File: src/rtl/vga_timing_gen_pkg.sv
`default_nettype none
// ============================================================================
// Module      : vga_timing_gen_pkg
// Description : Standard VGA/DVI mode timing sets (per-axis pixel, porch,
//               sync and polarity values).
// Revision    : 1.0 - initial release
// ============================================================================
package vga_timing_gen_pkg;

    typedef struct packed {
        int   pix;
        int   fp;
        int   sync;
        int   bp;
        logic pol;
    } vga_axis_t;

    // Each mode is an (H, V) pair; pol = 1 means active-high sync.
    localparam vga_axis_t c_VGA_640X480_H  = '{pix: 640,  fp: 16,  sync: 96,  bp: 48,  pol: 1'b0};
    localparam vga_axis_t c_VGA_640X480_V  = '{pix: 480,  fp: 10,  sync: 2,   bp: 33,  pol: 1'b0};
    localparam vga_axis_t c_VGA_800X600_H  = '{pix: 800,  fp: 40,  sync: 128, bp: 88,  pol: 1'b1};
    localparam vga_axis_t c_VGA_800X600_V  = '{pix: 600,  fp: 1,   sync: 4,   bp: 23,  pol: 1'b1};
    localparam vga_axis_t c_VGA_1280X720_H = '{pix: 1280, fp: 110, sync: 40,  bp: 220, pol: 1'b1};
    localparam vga_axis_t c_VGA_1280X720_V = '{pix: 720,  fp: 5,   sync: 5,   bp: 20,  pol: 1'b1};

endpackage
`default_nettype wire

File: src/rtl/vga_timing_gen_axis_ctr.sv
`default_nettype none
// ============================================================================
// Module      : vga_axis_ctr
// Description : One raster axis: wrapping position counter plus next-state
//               sync/active decode and an end-of-axis wrap flag.
// Revision    : 1.0 - initial release
// ============================================================================
module vga_axis_ctr
    import vga_timing_gen_pkg::*;
#(
    parameter int   PIX   = 640,
    parameter int   FP    = 16,
    parameter int   SYNC  = 96,
    parameter int   BP    = 48,
    parameter logic POL   = 1'b0,
    localparam int  TOTAL = PIX + FP + SYNC + BP,
    localparam int  W     = $clog2(TOTAL)
) (
    input  logic         clk,
    input  logic         rst,
    input  logic         adv,
    output logic [W-1:0] pos,
    output logic         sync_nxt,
    output logic         active_nxt,
    output logic         wrap
);

    localparam logic [W-1:0] c_LAST     = W'(TOTAL - 1);
    localparam logic [W-1:0] c_PIX      = W'(PIX);
    localparam logic [W-1:0] c_SYNC_BEG = W'(PIX + FP);
    localparam logic [W-1:0] c_SYNC_END = W'(PIX + FP + SYNC);

    if (PIX < 1 || FP < 1 || SYNC < 1 || BP < 1) begin : g_param_check
        $error("vga_axis_ctr: every timing parameter must be at least 1");
    end

    logic [W-1:0] r_pos;
    logic [W-1:0] w_pos_nxt;
    logic         w_in_sync;

    assign wrap = (r_pos == c_LAST);

    always_comb begin
        w_pos_nxt = r_pos;
        if (adv) begin
            w_pos_nxt = wrap ? '0 : r_pos + 1'b1;
        end
    end

    // Reset parks on the last position so the first advance lands on 0.
    always_ff @(posedge clk) begin
        if (rst) begin
            r_pos <= c_LAST;
        end else begin
            r_pos <= w_pos_nxt;
        end
    end

    assign w_in_sync  = (w_pos_nxt >= c_SYNC_BEG) && (w_pos_nxt < c_SYNC_END);
    assign sync_nxt   = w_in_sync ? POL : ~POL;
    assign active_nxt = (w_pos_nxt < c_PIX);
    assign pos        = r_pos;

endmodule
`default_nettype wire

File: src/rtl/vga_timing_gen.sv
`default_nettype none
// ============================================================================
// Module      : vga_timing_gen
// Description : Parametrised raster timing generator with registered sync,
//               data-enable, coordinates and line/frame strobes.
// Revision    : 1.0 - initial release
// ============================================================================
module vga_timing_gen
    import vga_timing_gen_pkg::*;
#(
    parameter int   H_PIX        = c_VGA_640X480_H.pix,
    parameter int   H_FP         = c_VGA_640X480_H.fp,
    parameter int   H_SYNC_PULSE = c_VGA_640X480_H.sync,
    parameter int   H_BP         = c_VGA_640X480_H.bp,
    parameter int   V_PIX        = c_VGA_640X480_V.pix,
    parameter int   V_FP         = c_VGA_640X480_V.fp,
    parameter int   V_SYNC_PULSE = c_VGA_640X480_V.sync,
    parameter int   V_BP         = c_VGA_640X480_V.bp,
    parameter logic H_POL        = c_VGA_640X480_H.pol,
    parameter logic V_POL        = c_VGA_640X480_V.pol,
    localparam int  H_TOTAL      = H_PIX + H_FP + H_SYNC_PULSE + H_BP,
    localparam int  V_TOTAL      = V_PIX + V_FP + V_SYNC_PULSE + V_BP,
    localparam int  HW           = $clog2(H_TOTAL),
    localparam int  VW           = $clog2(V_TOTAL)
) (
    input  logic          clk,
    input  logic          rst,
    input  logic          ce,
    output logic          hs,
    output logic          vs,
    output logic          de,
    output logic [HW-1:0] x,
    output logic [VW-1:0] y,
    output logic          line_start,
    output logic          frame_start
);

    logic w_h_sync_nxt, w_h_act_nxt, w_h_wrap;
    logic w_v_sync_nxt, w_v_act_nxt, w_v_wrap;
    logic w_v_adv;

    logic r_hs, r_vs, r_de, r_line_start, r_frame_start;

    assign w_v_adv = w_h_wrap & ce;

    vga_axis_ctr #(
        .PIX  (H_PIX),
        .FP   (H_FP),
        .SYNC (H_SYNC_PULSE),
        .BP   (H_BP),
        .POL  (H_POL)
    ) u_h_ctr (
        .clk        (clk),
        .rst        (rst),
        .adv        (ce),
        .pos        (x),
        .sync_nxt   (w_h_sync_nxt),
        .active_nxt (w_h_act_nxt),
        .wrap       (w_h_wrap)
    );

    vga_axis_ctr #(
        .PIX  (V_PIX),
        .FP   (V_FP),
        .SYNC (V_SYNC_PULSE),
        .BP   (V_BP),
        .POL  (V_POL)
    ) u_v_ctr (
        .clk        (clk),
        .rst        (rst),
        .adv        (w_v_adv),
        .pos        (y),
        .sync_nxt   (w_v_sync_nxt),
        .active_nxt (w_v_act_nxt),
        .wrap       (w_v_wrap)
    );

    // Decode is taken from next-state counters so it lines up with x/y.
    always_ff @(posedge clk) begin
        if (rst) begin
            r_hs          <= ~H_POL;
            r_vs          <= ~V_POL;
            r_de          <= 1'b0;
            r_line_start  <= 1'b0;
            r_frame_start <= 1'b0;
        end else if (ce) begin
            r_hs          <= w_h_sync_nxt;
            r_vs          <= w_v_sync_nxt;
            r_de          <= w_h_act_nxt & w_v_act_nxt;
            r_line_start  <= w_h_wrap;
            r_frame_start <= w_h_wrap & w_v_wrap;
        end
    end

    assign hs          = r_hs;
    assign vs          = r_vs;
    assign de          = r_de;
    assign line_start  = r_line_start;
    assign frame_start = r_frame_start;

endmodule
`default_nettype wire

File: config.mk
export PLATFORM = sky130hd
export DESIGN_NAME = vga_timing_gen
export DESIGN_NICKNAME = d
export VERILOG_FILES = /design/src/rtl/vga_timing_gen_pkg.sv /design/src/rtl/vga_timing_gen_axis_ctr.sv /design/src/rtl/vga_timing_gen.sv
export SDC_FILE = /design/constraint.sdc
export NUM_CORES = 1
export LEC_CHECK = 0
export ABC_CLOCK_PERIOD_IN_PS = 2500
export CAP_MARGIN = 20
export CELL_PAD_IN_SITES_DETAIL_PLACEMENT = 2
export CELL_PAD_IN_SITES_GLOBAL_PLACEMENT = 2
export CORE_ASPECT_RATIO = 1.2
export CORE_MARGIN = 2
export CORE_UTILIZATION = 30
export CTS_CLUSTER_DIAMETER = 50
export DETAILED_ROUTE_END_ITERATION = 10
export PLACE_DENSITY = 0.82
export SYNTH_ARGS = -nofsm -noshare
export SYNTH_HDL_FRONTEND = slang
export SYNTH_SLANG_ARGS = --single-unit
File: constraint.sdc
create_clock -name clk -period 2.5 [get_ports clk]
set_clock_uncertainty 0.05 [all_clocks]
set_input_delay 0.5 -clock clk [delete_from_list [all_inputs] [get_ports clk]]
set_output_delay 0.5 -clock clk [all_outputs]
set_load 0.02 [all_outputs]
==> impl_metrics.ini, run 1 <==
[synthesis]
synth_nets = 198
synth_xor_area_share_pct = 4.553
synth_edf_count = 0
synth_top_family_by_area = simple AND/OR/NAND/NOR gates
synthArstFlopShare_pct = 0
syn_avg_cell_area_um2 = 8.016
synth-seq-area-share_pct = 32.52
yosys_warnings = 0
synthAdderAreaFrac_pct = 2.439
synth_compound_area_share_pct = 22.44
synth-simple-area-share_pct = 32.28
ys.flop_type = dfxtp_1
ys_types = 52
synth_seq_cells = 25
synthMuxAreaShare_pct = 0.6504
syn_area_um2 = 1539
syn_inst = 192

[global_route]
grt-busiest-layer = met2
use_met2_pct = 38.27
grt_pass1_vias = 1718
use_met3_pct = 2.184
use_met1_pct = 22.05
antenna_found_initial = 0
grt_overflow = 0
grt_pass1_wl_um = 8707
grt_start_max_net_pins = 26
track_usage_pct = 19.07

[worst_setup_path]
critPathMaxFanout = 7
cp_data_required_time_ns = 2.62
crit_arrival_ns = 2.39
worstReg2RegStart = u_h_ctr.pos[1]
startpoint_type = primary input
cp-end-kind = flip-flop
cp_slowest_cell = clkdlybuf4s50_1
worstSetupPathType = primary input to flip-flop
critical-path-top-delay-family = simple AND/OR/NAND/NOR gates
startpoint = ce
crit_chain = clkdlybuf4s50_1, buf_4, nand4_1, a211oi_1, nor4_1, nand4_1, nor4_1, o21ai_0
critPathMaxStageDelay_ns = 0.54
crit_buf_inv = 2

[placed_design]
dpl_worst_slack_ns = -0.04681
placed_cells = 287
hpwl_um = 3907
io_buffers = 27
place_congestion = 0.7655

[route]
drt_iter0_markers = 81
first_pass_iters = 4
via_per_inst = 5.584
ant_nets = 0
drc = 0
routed_wl_um = 5203
via_count = 1625
routedWlPerCell_um = 17.88

[pwr]
ir_drop_v = 0.0002735
p_total_mw = 1.188
powerDensity_nw_per_um2 = 583.1
leakage_nw = 0.7468

[clocking]
cts_buffer_depth = 2
clk-insertion-delay-late_ns = 0.28
cts_hold_buffers = 0
cts_tree = built
clk_root_buffer_cell = clkbuf_8
path_clk_slew_ns = 0.11
cts_inserted_buffers = 3
cts.sinks = 25
htreeDepth = 1

[run]
cap_viol_max_count = 0

[final_layout]
instances_no_fill = 291
layout_common_cells = 27 x clkdlybuf4s50_1, 25 x dfxtp_1, 22 x buf_4
drive_gt1_share_pct = 16.02
area_growth_pct = 32.44
nFillCells = 577
nets = 238
layout_commonest_cell = clkdlybuf4s50_1
antenna_cells = 0

[sta]
fin_crit_sh_pct = 90.87
drv_slew = 0
grt_setup_unrepaired = no
layout_setup_ws_ns = 0.2283
relSlewSlack_pct = 69.89
setup_viol = 0
period_needed_ns = 2.272
hold_violations = 0
worst_pin_slew_ns = 0.4453
fmax_mhz = 440.2

[floorplan]
initial_utilization_pct = 31.16
die_height_um = 82.46
design.portCount = 28
fp.coreArea_um2 = 4940
die_area_um2 = 5721
die_x_um = 69.38
rows = 28

[worst_hold_path]
min_path_type = flip-flop to flip-flop
min_from = frame_start

[outcome]
status = completed
where the power goes:
group / total [mW] / leakage (nW) / internal [mW] / switching, mW
sequential: 0.469 / 0.204 / 0.428 / 0.0407
clock: 0.266 / 0.0255 / 0.112 / 0.154
combinational: 0.453 / 0.517 / 0.202 / 0.251
synthesized netlist by cell type, drive strengths merged, types with 4 or more instances:
| cell | count | area (um^2) |
|---|---|---|
| clkbuf | 5 | 18.77 |
| and3 | 6 | 37.54 |
| nor4 | 6 | 52.55 |
| nor3 | 6 | 35.03 |
| a31oi | 4 | 31.28 |
| nand3 | 9 | 45.04 |
| nand2 | 20 | 75.07 |
| dfxtp | 25 | 500.5 |
| inv | 4 | 15.01 |
| o21ai | 7 | 35.03 |
| xnor2 | 6 | 52.55 |
| buf | 9 | 45.04 |
| nand4 | 9 | 56.30 |
| nor2 | 16 | 60.06 |
| a21oi | 15 | 78.83 |
worst min-delay path: cells and delay by family, from the launching register on:
kind	cells	cell delay (ns)
compound gates	1	0.05
simple gates	1	0.05
flops	1	0.33
state kept, by name, summed over array words and instances (netlist names):
name	flops
frame_start	1
u_h_ctr.pos	10
vs	1
de	1
u_v_ctr.pos	10
hs	1
line_start	1
through the flow:
step           instance area (um^2)  utilization, %  hold WS [ns]  TNS (ns)
2_1_floorplan                  1539               -        0.4802         0
3_3_place_gp                   1986           40.20        0.3942         0
3_5_place_dp                   1986           40.20        0.4205  -0.04681
4_1_cts                        2032           41.13        0.4349         0
5_1_grt                        2038           41.26        0.4604         0
6_report                       2038           41.26        0.4256         0
repair_timing:
| action | in CTS | in global routing |
|---|---|---|
| endpoints found under the setup margin | 0 | 1 |
| resized for setup | 0 | 1 |
| setup buffers | 0 | 0 |
logic make-up (layout without fill, tap and decap cells):
group,Yosys count,count (layout)
AO/OA/AOI/OAI,48,48
adder cells (fa/ha/maj),3,3
XOR/XNOR,8,8
multiplexers,1,1
buffers and inverters,18,57
flip-flops,25,25
AND/OR/NAND/NOR,89,89
worst paths after layout:
check,slack [ns],end,cells past startpoint
min reg2reg,0.43,frame_start,2
min,0.43,frame_start,2
max,0.23,hs,8
max reg2reg,0.25,vs,8
per-layer routing:
layer,part of all wire (%),up-vias,routed length (um)
met2,53,27,2734
met5,0,-,0
met1,44,808,2297
met3,2.5,6,132
li1,-,784,-
met4,0.75,0,39
area by class of cell:
class                   instances  area (um^2)  share of cell area [%]
multi-input cells             149        965.9                   47.39
flip-flops and latches         25        500.5                   24.55
repair buffers                 49        435.4                   21.36
well taps                      60        75.07                   3.683
clock buffers                   3        41.29                   2.026
inverters                       4        15.01                  0.7366
clock inverters                 1        5.005                  0.2455
(Power assumes the default switching activity.)
==> run 2: changes to the inputs <==
- ABC_AREA: unset -> 1
- CORE_UTILIZATION: 30 -> 27
- PLACE_DENSITY: 0.82 -> 0.81
==> run 2 against run 1 <==
  * Core utilization is 5.5 points lower
  * Register-to-register slack better by 0.08 ns
  * Flip-flop and latch count stayed put
  * Maximum frequency is 4.9% higher
  * Cell count is 14% higher
  * Synthesized cell count is 22% higher
  * Combinational power is 21% higher
  * Non-clock buffer count is 13 lower
  * Global-route usage is 2.5 points lower
==> impl_metrics.ini, run 2 <==
[synthesis]
synth.area.top_cells = dfxtp_1 34%, nand2_1 22%, inv_1 7.9%
synth_nets = 240
yosys_warnings = 0
synth_top_area_cell = dfxtp_1
synthArstFlopShare_pct = 0
synth_seq_cells = 25
syn_inst = 234
synth-seq-area-share_pct = 33.90
synth.top_cells.by_count = 85 x nand2_1, 31 x inv_1, 31 x nor2_1
syn_avg_cell_area_um2 = 6.309
ys.flop_type = dfxtp_1
yosysTopAreaCellShare_pct = 33.90
ys_types = 26
synth.most_common_cell = nand2_1
syn_area_um2 = 1476
synth_edf_count = 0

[pwr]
powerDensity_nw_per_um2 = 691.4
p_total_mw = 1.311
pwr-share-comb_pct = 41.7
swShare_pct = 41.22
ir_drop_v = 0.0002858
power_switching_mw = 0.5402
leakage_nw = 0.8910
seqPwrFrac_pct = 38.9
power_frac_clock_pct = 19.4
p_int_mw = 0.7704

[sta]
worst_pin_slew_ns = 0.4190
layout_setup_ws_ns = 0.3344
tns_ns = 0
fin_crit_sh_pct = 86.62
period_needed_ns = 2.166
grt_setup_unrepaired = no
drv_slew = 0
relSlewSlack_pct = 71.77
hold_violations = 0
setup_viol = 0
fmax_mhz = 461.8

[clocking]
clk_root_buffer_cell = clkbuf_8
cts_inserted_buffers = 3
clk-insertion-delay-late_ns = 0.28
htreeDepth = 1
cts.sinks = 25
post-cts-setup-buffers = 0
cts_hold_buffers = 0
cts_buffer_depth = 2
cts_resized = 0
path_clk_slew_ns = 0.10
cts_tree = built

[route]
via_per_inst = 4.807
drc = 0
routed_wl_um = 4792
first_pass_iters = 4
via_count = 1591
drt_iter0_markers = 31
ant_nets = 0
routedWlPerCell_um = 14.48

[worst_setup_path]
cp-end-kind = flip-flop
crit_arrival_ns = 2.30
cp_data_required_time_ns = 2.63
critPathMaxFanout = 10
rr_worst_depth = 12
crit_chain = ha_1, nand2_1, nor2_4, nand4_4, nand2_1, nand2_1, nor2_1, nand2_1, nor2_1, nand2_1, nand2_1, nand2_1
cp_common_cell = nand2_1
startpoint_type = flip-flop
regToRegEndpoint = vs
reg2reg_slack_ns = 0.33
worstSetupPathType = flip-flop to flip-flop
critical-path-top-delay-family = simple AND/OR/NAND/NOR gates
crit_buf_inv = 0
cp_slowest_cell = dfxtp_1
critPathMaxStageDelay_ns = 0.40
worstReg2RegStart = u_h_ctr.pos[0]

[global_route]
antenna_found_initial = 0
grt_start_max_net_pins = 16
grt_pass1_wl_um = 8066
track_usage_pct = 16.62
grt_overflow = 0
grt_pass1_vias = 1716

[final_layout]
layout_commonest_cell = nand2_1
layout_common_cells = 85 x nand2_1, 31 x inv_1, 31 x nor2_1
nets = 276
nFillCells = 659
area_growth_pct = 28.39
drive_gt1_share_pct = 9.665
antenna_cells = 0
instances_no_fill = 331

[worst_hold_path]
min_path_type = flip-flop to flip-flop
hold_depth = 2
min_from = de
min_to = de

[placed_design]
dpl_worst_slack_ns = 0.08389
hpwl_um = 3793
place_congestion = 0.7576
io_buffers = 27
placed_cells = 327

[floorplan]
die_height_um = 85.01
rows = 29
die_area_um2 = 6078
design.portCount = 28
initial_utilization_pct = 27.87
fp.coreArea_um2 = 5298
die_x_um = 71.51

[run]
cap_viol_max_count = 0

[outcome]
status = completed
==> run 2: cell types whose count changed after synthesis, sizes merged, moves of 4 or more <==
cell   delta
a21oi     -9
a31oi     -4
and3      -6
buf       -7
inv      +28
nand2    +66
nand3    +10
nor2     +20
nor3      -5
nor4      -6
xnor2     -5
==> run 2: layout make-up <==
class	instances	area, um^2	share of cell area (%)
multi-input combinational	172	810.8	42.77
clock inverter	1	7.507	0.3960
inverter	32	120.1	6.337
tap	62	77.57	4.092
timing repair buffer	36	337.8	17.82
sequential	25	500.5	26.40
clock buffer	3	41.29	2.178
==> run 2: layer usage <==
layer	global-route usage (%)	part of all wire, %
met5	0	0
met4	3.945	1.5
met2	31.73	53
met3	2.375	2.9
met1	19.08	42
==> run 2: worst max-delay path by stage <==
stage | startpoint | endpoint | slack (ns) | depth (start not counted)
after floorplan | u_h_ctr.pos[1] | vs | 0.68 | 13
after global routing | u_h_ctr.pos[0] | vs | 0.19 | 12
after global placement | ce | de | 0.19 | 13
final | u_h_ctr.pos[0] | vs | 0.33 | 12
after CTS | u_h_ctr.pos[0] | vs | 0.33 | 12
after detailed placement | ce | hs | 0.08 | 10
==> run 2: logic make-up (layout without fill, tap and decap cells) <==
kind of cell             Yosys count  in the layout  synth area share, %
flip-flops                        25             25                33.90
AO/OA/AOI/OAI                     15             15                5.594
buffers and inverters             37             72                11.19
adder cells (fa/ha/maj)            3              3                2.543
AND/OR/NAND/NOR                  151            151                45.00
XOR/XNOR                           3              3                1.780
==> run 2: per-stage QoR <==
stage	area, um^2	hold WS [ns]	util (%)
floorplan	1476	0.4763	-
global placement	1847	0.3941	34.86
detailed placement	1847	0.4065	34.86
CTS	1896	0.4222	35.78
global route	1896	0.4552	35.78
finish	1896	0.4166	35.78
==> run 2: power by group through the flow <==
stage	Sequential (mW)	Clock [mW]	Combinational, mW
5_1_grt	0.520	0.277	0.608
4_1_cts	0.512	0.267	0.557
3_5_place_dp	0.520	0	0.551
2_1_floorplan	0.562	0	0.281
6_report	0.510	0.255	0.546
3_3_place_gp	0.519	0	0.528
==> run 2: worst register-to-register path, stage by stage (launching register included) <==
cell and delay, ns:
dfxtp_1 0.40, ha_1 0.22, nand2_1 0.11, nor2_4 0.20, nand4_4 0.26, nand2_1 0.13, nand2_1 0.07, nor2_1 0.15
nand2_1 0.14, nor2_1 0.13, nand2_1 0.08, nand2_1 0.07, nand2_1 0.05
